===== config.mk =====
export PLATFORM = sky130hd
export DESIGN_NAME = traffic_intersection_ctrl
export DESIGN_NICKNAME = d
export VERILOG_FILES = /design/src/rtl/traffic_intersection_ctrl.sv
export SDC_FILE = /design/constraint.sdc
export NUM_CORES = 1
export LEC_CHECK = 0
export CAP_MARGIN = 20
export CORE_MARGIN = 4
export CORE_UTILIZATION = 50
export CTS_CLUSTER_DIAMETER = 80
export DETAILED_ROUTE_END_ITERATION = 10
export PLACE_DENSITY = 0.75
export REMOVE_ABC_BUFFERS = 1
export SYNTH_ARGS = -nofsm -noshare
export SYNTH_HDL_FRONTEND = slang
export SYNTH_SLANG_ARGS = --single-unit

===== constraint.sdc =====
create_clock -name clk -period 2.01 [get_ports clk]
set_clock_uncertainty 0.1 [all_clocks]
set_input_delay 0.402 -clock clk [delete_from_list [all_inputs] [get_ports clk]]
set_output_delay 0.402 -clock clk [all_outputs]
set_load 0.02 [all_outputs]

===== src/rtl/traffic_intersection_ctrl.sv =====
// Fixed-time intersection controller. It rotates green among N_DIR approaches, separated by yellow and all-red clearance.
// It also handles pedestrian green extension and a flashing-red fail-safe mode.
module traffic_intersection_ctrl #(
    parameter int N_DIR      = 2,
    parameter int GREEN_T    = 8,
    parameter int YELLOW_T   = 3,
    parameter int RED_CLR    = 2,
    parameter int PED_EXT    = 4,
    parameter int FLASH_HALF = 2,
    parameter int TIMER_W    = 8
) (
    input  logic                 clk,
    input  logic                 rst_n,
    input  logic [N_DIR-1:0]     ped_req_i,
    input  logic                 flash_en_i,
    output logic [3*N_DIR-1:0]   lights_o,
    output logic [N_DIR-1:0]     walk_o,
    output logic [1:0]           active_dir_o,
    output logic                 flashing_o
);

    typedef enum logic [1:0] {
        ST_ALL_RED = 2'd0,
        ST_GREEN   = 2'd1,
        ST_YELLOW  = 2'd2,
        ST_FLASH   = 2'd3
    } state_t;

    localparam logic [TIMER_W-1:0] RED_LAST   = TIMER_W'(RED_CLR - 1);
    localparam logic [TIMER_W-1:0] GREEN_LAST = TIMER_W'(GREEN_T - 1);
    localparam logic [TIMER_W-1:0] EXT_LAST   = TIMER_W'(GREEN_T + PED_EXT - 1);
    localparam logic [TIMER_W-1:0] YEL_LAST   = TIMER_W'(YELLOW_T - 1);
    localparam logic [TIMER_W-1:0] FLASH_LAST = TIMER_W'(FLASH_HALF - 1);
    localparam logic [1:0]         DIR_LAST   = 2'(N_DIR - 1);

    state_t             state_q, state_d;
    logic [TIMER_W-1:0] timer_q, timer_d;
    logic [1:0]         dir_q, dir_d;
    logic [N_DIR-1:0]   pend_q, pend_d;
    logic               ext_q, ext_d;
    logic               flash_on_q, flash_on_d;
    logic [N_DIR-1:0]   dir_oh_s;
    logic [TIMER_W-1:0] green_last_s;

    // One-hot mask of the approach owning the current rotation slot.
    always_comb begin
        dir_oh_s = '0;
        for (int d = 0; d < N_DIR; d++) begin
            dir_oh_s[d] = (dir_q == 2'(d));
        end
    end

    assign green_last_s = ext_q ? EXT_LAST : GREEN_LAST;

    // State register.
    always_ff @(posedge clk or negedge rst_n) begin
        if (!rst_n) begin
            state_q    <= ST_ALL_RED;
            timer_q    <= '0;
            dir_q      <= 2'd0;
            pend_q     <= '0;
            ext_q      <= 1'b0;
            flash_on_q <= 1'b1;
        end else begin
            state_q    <= state_d;
            timer_q    <= timer_d;
            dir_q      <= dir_d;
            pend_q     <= pend_d;
            ext_q      <= ext_d;
            flash_on_q <= flash_on_d;
        end
    end

    // Next-state logic; a request that lands on the green-entry edge counts as served.
    always_comb begin
        state_d    = state_q;
        timer_d    = timer_q + TIMER_W'(1);
        dir_d      = dir_q;
        ext_d      = ext_q;
        flash_on_d = flash_on_q;
        pend_d     = pend_q | ped_req_i;
        case (state_q)
            ST_ALL_RED: begin
                if (flash_en_i) begin
                    state_d    = ST_FLASH;
                    timer_d    = '0;
                    flash_on_d = 1'b1;
                end else if (timer_q == RED_LAST) begin
                    state_d = ST_GREEN;
                    timer_d = '0;
                    ext_d   = |(pend_d & dir_oh_s);
                    pend_d  = pend_d & ~dir_oh_s;
                end else begin
                    state_d = ST_ALL_RED;
                end
            end
            ST_GREEN: begin
                if (flash_en_i || (timer_q == green_last_s)) begin
                    state_d = ST_YELLOW;
                    timer_d = '0;
                end else begin
                    state_d = ST_GREEN;
                end
            end
            ST_YELLOW: begin
                if (timer_q == YEL_LAST) begin
                    timer_d = '0;
                    if (flash_en_i) begin
                        state_d    = ST_FLASH;
                        flash_on_d = 1'b1;
                    end else begin
                        state_d = ST_ALL_RED;
                        dir_d   = (dir_q == DIR_LAST) ? 2'd0 : dir_q + 2'd1;
                    end
                end else begin
                    state_d = ST_YELLOW;
                end
            end
            ST_FLASH: begin
                if (!flash_en_i) begin
                    state_d    = ST_ALL_RED;
                    timer_d    = '0;
                    dir_d      = 2'd0;
                    flash_on_d = 1'b1;
                end else if (timer_q == FLASH_LAST) begin
                    timer_d    = '0;
                    flash_on_d = ~flash_on_q;
                end else begin
                    state_d = ST_FLASH;
                end
            end
            default: begin
                state_d = ST_ALL_RED;
                timer_d = '0;
            end
        endcase
    end

    // Output decode straight from registered state.
    always_comb begin
        lights_o     = '0;
        walk_o       = '0;
        active_dir_o = dir_q;
        flashing_o   = (state_q == ST_FLASH);
        for (int d = 0; d < N_DIR; d++) begin
            case (state_q)
                ST_ALL_RED: lights_o[3*d +: 3] = 3'b100;
                ST_GREEN:   lights_o[3*d +: 3] = dir_oh_s[d] ? 3'b001 : 3'b100;
                ST_YELLOW:  lights_o[3*d +: 3] = dir_oh_s[d] ? 3'b010 : 3'b100;
                ST_FLASH:   lights_o[3*d +: 3] = flash_on_q ? 3'b100 : 3'b000;
                default:    lights_o[3*d +: 3] = 3'b100;
            endcase
        end
        if ((state_q == ST_GREEN) && ext_q) begin
            walk_o = dir_oh_s;
        end else begin
            walk_o = '0;
        end
    end

endmodule


==> run_results.csv, run 1 <==
group,metric,value,unit
run_status,outcome,"finished, final reports clean",
clock_tree,cts.path.max_buffers,2,
logic_synthesis,synth-async-reset-ratio,100.0,%
cells_and_area,instances_no_fill,162,
sta,setup_tns,0,ps
job,maxCapViolCount,0,
floorplanning,die_h,52.80,um
drt,num_vias,904,
clock_tree,clock_sinks,16,
critical_path,crit_required,1510,ps
drt,drc,0,
sta,hold_viol,0,
floorplanning,design.core.area,1821,um2
floorplanning,initial_core_util,55.12,%
critical_path,worst-path-max-fanout,7,
floorplanning,ios,16,
place,place_inst,157,
clock_tree,ctsRootBufferMaster,"clkbuf_4",
cells_and_area,drive_gt1_share,32.12,%
logic_synthesis,synth_area_leaders,"dfrtp_1, nor3_1, nor4_4",
critical_path,endpoint_kind,"output port",
critical_path,crit_arrival,1440,ps
cells_and_area,num_antenna_cells,0,
critical_path,path_class,"register to output port",
critical_path,slowest_stage,"dfrtp_2",
drt,drtIter0Drc,13,
cells_and_area,nNetsFinal,146,
clock_tree,numCtsBuffers,3,
floorplanning,row_count,15,
sta,setup_viol,0,
clock_tree,worstSkewPairLatency,290,ps
power_and_ir_drop,leakage,0.6064,nW
cells_and_area,num-fill-cells,146,
floorplanning,die_w,52.80,um
global_routing,overflow,0,
clock_tree,cts_hold_buf,0,
logic_synthesis,synth_edf_count,0,
global_routing,track_usage,20.19,%
global_routing,grt_pass1_vias,893,
logic_synthesis,ys_ff_latch,16,
drt,drt-total-wl,2348,um
global_routing,grt_max_degree,17,
logic_synthesis,yosysUniqueCellTypes,36,
clock_tree,path_clk_slew,110,ps
clock_tree,cts_max_level,1,
sta,slew_headroom,72.42,%
logic_synthesis,synth_cells,105,
clock_tree,cts_tree,"done",
sta,fmax,516.1,MHz
place,place_ws,-37.61,ps
logic_synthesis,avgSynthCellArea,9.557,um2
drt,routed_via_density,5.580,
logic_synthesis,synth_top_area_cell,"dfrtp_1",
logic_synthesis,synth_area,1003,um2
sta,fin_ws,72.27,ps
critical_path,cpPeakStageDelay,480,ps
critical_path,cp_cell_sequence,"inv_1, nand2_1, nor2_1, clkdlybuf4s15_1",
logic_synthesis,ys_warn_count,0,
sta,worst_pin_slew,410.6,ps
critical_path,start_kind,"register",
place,hpwl,1700,um
place,routabilityCongestion,0.8302,
power_and_ir_drop,ir_worst_vdd,0.0008023,V
sta,finalCritPeriodShare,96.40,%
drt,detail-route-antenna-nets,0,
power_and_ir_drop,p_per_area,1271,nW/um2
global_routing,antenna_found_initial,0,
sta,min_period,1938,ps
drt,routedWlPerCell,14.49,um
drt,drt_pass1_iterations,4,
logic_synthesis,ys_seq_area_share,40.02,%
sta,slew_violations,0,
logic_synthesis,ys.flop_type,"dfrtp_1",
logic_synthesis,netlist.area_leader.share,37.41,%
place,port_buffers,15,
cells_and_area,area_growth_syn_to_layout,31.92,%
min_path,hold_class,"input port to async pin",
floorplanning,die-area,2788,um2
global_routing,grt_pass1_wl,4133,um
-- report_power, final --
group | leakage (nW) | switching, W | total, W | internal (W)
registers | 0.192 | 0.0000905 | 0.000498 | 0.000407
clock network | 0.0210 | 0.000113 | 0.000223 | 0.000110
logic | 0.393 | 0.000541 | 0.000962 | 0.000421
total | 0.606 | 0.000744 | 0.00168 | 0.000938
-- per-layer routing --
| metal | vias up | global-route usage (%) | wire, um |
|---|---|---|---|
| met5 | - | 0 | 0 |
| met1 | 445 | 25.93 | 1035 |
| li1 | 442 | - | - |
| met3 | 4 | 3.419 | 81 |
| met4 | 0 | 7.660 | 39 |
| met2 | 13 | 33.47 | 1192 |
-- synthesized netlist by cell type (all sizes together) (2+ instances only) --
cell type and number:
a211oi 2, a21oi 4, a31oi 3, and2 2
and3 2, and3b 2, clkbuf 3, dfrtp 15
ha 3, inv 5, nand2 8, nand2b 4
nand3 4, nor2 8, nor3 14, nor4 2
nor4b 2, o211ai 2, xnor2 3, xor2 3
-- metrics by stage --
| stage | utilization [%] | hold WS, ps | cell area (um2) | total power (W) |
|---|---|---|---|---|
| finish | 72.71 | 315.9 | 1324 | 0.001682 |
| global placement | 70.79 | 401.0 | 1289 | 0.001477 |
| CTS | 73.13 | 324.2 | 1331 | 0.001694 |
| detailed placement | 70.79 | 417.8 | 1289 | 0.001503 |
| global route | 72.71 | 322.9 | 1324 | 0.001808 |
| floorplan | - | 6.409 | 987.2 | 0.001059 |
-- cells by family (layout without fill, tap and decap cells) --
logic type               count (synthesis)  in the layout  synth area share (%)
buffers and inverters                    9             41                 3.491
AO/OA/AOI/OAI                           19             19                 14.84
multiplexers                             2              2                 2.120
adder cells (fa/ha/maj)                  3              3                 3.741
flip-flops                              16             16                 40.03
XOR/XNOR                                 6              6                 5.238
AND/OR/NAND/NOR                         50             50                 30.55
-- final timing paths --
check,slack (ps),startpoint,cells after the start,endpoint
setup reg to reg,100,timer_q[6],4,ext_q
max in group asynchronous,1240,rst_n,2,flash_on_q
hold reg to reg,430,timer_q[0],1,timer_q[0]
hold / removal,320,rst_n,2,timer_q[6]
setup / recovery,70,active_dir_o[1],4,lights_o[4]
min in group clk,430,timer_q[0],1,timer_q[0]
-- flip-flops by register name, summed over array words and instances (netlist names) --
name,flops
flash_on_q,1
ext_q,1
pend_q,2
timer_q,8
state_q,2
active_dir_o,2
-- area by class of cell --
cell class / count / area (um2) / share of cell area [%]
Clock buffer: 4 / 36.28 / 2.741
Inverter: 5 / 18.77 / 1.418
Multi-Input combinational cell: 80 / 586.8 / 44.33
Sequential cell: 16 / 404.1 / 30.53
Tap cell: 25 / 31.28 / 2.363
Timing Repair Buffer: 32 / 246.5 / 18.62
-- placed cells by master, fill, tap and decap left out, types with 4 or more instances in the layout --
cell,count
a21oi_1,4
buf_4,17
clkbuf_2,4
clkdlybuf4s50_1,4
dfrtp_1,13
inv_1,5
nand2_1,8
nor2_1,8
nor3_1,13
-- worst max-delay path, delay by kind of cell, from the launching register on --
kind,cells,cell delay (ps)
buffers and inverters,2,420
DFF,1,480
and+or+nand+nor,2,240
-- what timing repair did --
action | in CTS | in global routing
pin swaps | 0 | 1
setup endpoints to repair | 11 | 11
resized for setup | 23 | 15
setup buffers | 0 | 1
(Power assumes the default switching activity.)
==> run 2, diff against run 1 <==
- ABC_AREA: default -> 1
==> run_results.csv, run 2 <==
group,metric,value,unit
run_status,outcome,"finished, final reports clean",
drt,drtIter0Drc,14,
sta,finalCritPeriodShare,91.62,%
sta,grt_setup_unrepaired,"false",
place,routabilityCongestion,0.8647,
logic_synthesis,ys_warn_count,0,
clock_tree,cts_max_level,1,
critical_path,reg2reg_depth,7,
floorplanning,die_h,53.33,um
global_routing,grt_pass1_wl,3836,um
logic_synthesis,ys_seq_area_share,39.10,%
critical_path,slowest_stage,"dfrtp_2",
cells_and_area,num-fill-cells,205,
drt,detail-route-antenna-nets,0,
sta,fin_ws,168.4,ps
job,maxCapViolCount,0,
place,postPlaceCellArea,1244,um2
logic_synthesis,synth-async-reset-ratio,100.0,%
cells_and_area,drive_gt1_share,16.37,%
power_and_ir_drop,power,0.001680,W
critical_path,rrSetupSlack,500,ps
drt,drc,0,
critical_path,cpPeakStageDelay,450,ps
cells_and_area,mostFrequentLayoutCells,"nand2_1, inv_1, nor2_1, dfrtp_1, nand3_1",
logic_synthesis,ys.flop_type,"dfrtp_1",
drt,routed_via_density,4.939,
clock_tree,clock_sinks,16,
logic_synthesis,synth_cells,148,
cells_and_area,largest-register,"timer_q",
logic_synthesis,synth_top_area_cell,"dfrtp_1",
place,hpwl,1759,um
logic_synthesis,synth_edf_count,0,
critical_path,path_class,"register to output port",
drt,num_vias,978,
floorplanning,die_w,53.33,um
floorplanning,ios,16,
critical_path,crit_required,1510,ps
floorplanning,initial_core_util,52.36,%
cells_and_area,nNetsFinal,180,
power_and_ir_drop,ir_worst_vdd,0.0009631,V
drt,drt-total-wl,2208,um
min_path,hold_class,"input port to async pin",
logic_synthesis,avgSynthCellArea,6.941,um2
logic_synthesis,ys_ff_latch,16,
clock_tree,cts.path.max_buffers,2,
critical_path,r2r_start,"timer_q[0]",
critical_path,crit_arrival,1340,ps
sta,hold_ws,326.0,ps
logic_synthesis,netlist.area_leader.share,36.54,%
sta,slew_headroom,82.37,%
sta,setup_tns,0,ps
sta,fmax,543.0,MHz
logic_synthesis,synth_area,1027,um2
logic_synthesis,ys_top_cells_by_count,"nand2_1, inv_1, nor2_1",
sta,setup_viol,0,
floorplanning,row_count,16,
critical_path,worst-path-max-fanout,6,
critical_path,endpoint_kind,"output port",
floorplanning,die-area,2844,um2
global_routing,antenna_found_initial,0,
clock_tree,worstSkewPairLatency,280,ps
cells_and_area,multi_input_area,515.5,um2
power_and_ir_drop,p_per_area,1366,nW/um2
clock_tree,postCtsSetupBuffers,0,
global_routing,track_usage,18.32,%
drt,drt_pass1_iterations,6,
sta,hold_viol,0,
global_routing,grt_pass1_vias,973,
place,place_ws,17.61,ps
logic_synthesis,synth_area_leaders,"dfrtp_1, nand2_1, inv_1",
clock_tree,path_clk_slew,90,ps
cells_and_area,fin_area,1230,um2
critical_path,cp_cell_sequence,"nor2_1, inv_1, nor3_1, buf_2",
critical_path,r2r_end,"timer_q[7]",
clock_tree,numCtsBuffers,3,
cells_and_area,area_growth_syn_to_layout,19.73,%
power_and_ir_drop,leakage,0.6304,nW
sta,worst_pin_slew,263.4,ps
cells_and_area,largest_reg_flops,8,
place,port_buffers,15,
drt,routedWlPerCell,11.15,um
logic_synthesis,yosysUniqueCellTypes,23,
sta,min_period,1842,ps
clock_tree,cts_tree,"done",
floorplanning,design.core.area,1962,um2
logic_synthesis,yosysMostFrequentCell,"nand2_1",
global_routing,overflow,0,
clock_tree,ctsRootBufferMaster,"clkbuf_4",
global_routing,grt_max_degree,17,
cells_and_area,regArea,402.9,um2
cells_and_area,num_antenna_cells,0,
sta,slew_violations,0,
cells_and_area,final_common_cell,"nand2_1",
critical_path,start_kind,"register",
-- run 2: how the worst max path moves through the flow --
stage                          from           to  slack, ps  cells after the start
floorplan           active_dir_o[0]    walk_o[0]        330                      3
global placement         state_q[1]  lights_o[5]        100                      6
detailed placement       state_q[1]    walk_o[1]         20                      4
CTS                      state_q[1]  lights_o[2]         10                      6
global route             state_q[0]    walk_o[0]          5                      5
finish                   state_q[1]    walk_o[1]        170                      4
-- run 2: layout make-up --
class | count | area share, %
clock buffers | 4 | 2.136
well taps | 27 | 2.747
inverters | 28 | 8.545
repair buffers | 20 | 11.90
flip-flops and latches | 16 | 32.76
multi-input cells | 103 | 41.91
-- run 2: cells by family (layout without fill, tap and decap cells) --
logic type	after synthesis	count (layout)	share of synthesized area, %
simple gates	83	83	35.44
fa+ha+maj	3	3	3.654
compound gates	17	17	11.09
buf+inv	29	52	10.72
flops	16	16	39.10
-- run 2: metrics by stage --
stage               instances  util, %
floorplan                 147        -
global placement          194    63.39
detailed placement        194    63.39
CTS                       198    64.41
global route              198    62.69
finish                    198    62.69
-- run 2: critical path: cells and delay by family (launching register included) --
kind / cells / cell delay, ps
DFF: 1 / 450
buffers and inverters: 2 / 310
and+or+nand+nor: 2 / 300
-- run 2: timing repair --
action / CTS / global route
setup endpoints to repair: 9 / 8
hold buffers: 0 / 0
gates cloned: 0 / 0
resized for setup: 14 / 15
-- run 2: power breakdown --
| group | switching, W | internal [W] | leakage [nW] | total, W |
|---|---|---|---|---|
| clock | 0.0000976 | 0.0000772 | 0.0150 | 0.000175 |
| combinational | 0.000630 | 0.000356 | 0.417 | 0.000986 |
| sequential | 0.0000936 | 0.000425 | 0.198 | 0.000519 |
-- run 2: per-layer routing --
metal  vias to the layer above  wire, um  track usage (%)
li1                        509         -                -
met1                       439       907            19.27
met2                        23      1115            33.88
met3                         7       125            2.817
met4                         0        59            10.21
met5                         -         0                0
==> run 3, diff against run 2 <==
- ABC_AREA: 1 -> default
==> results of run 3 <==
Final layout, timing and power as in run 1 (identical DEF).
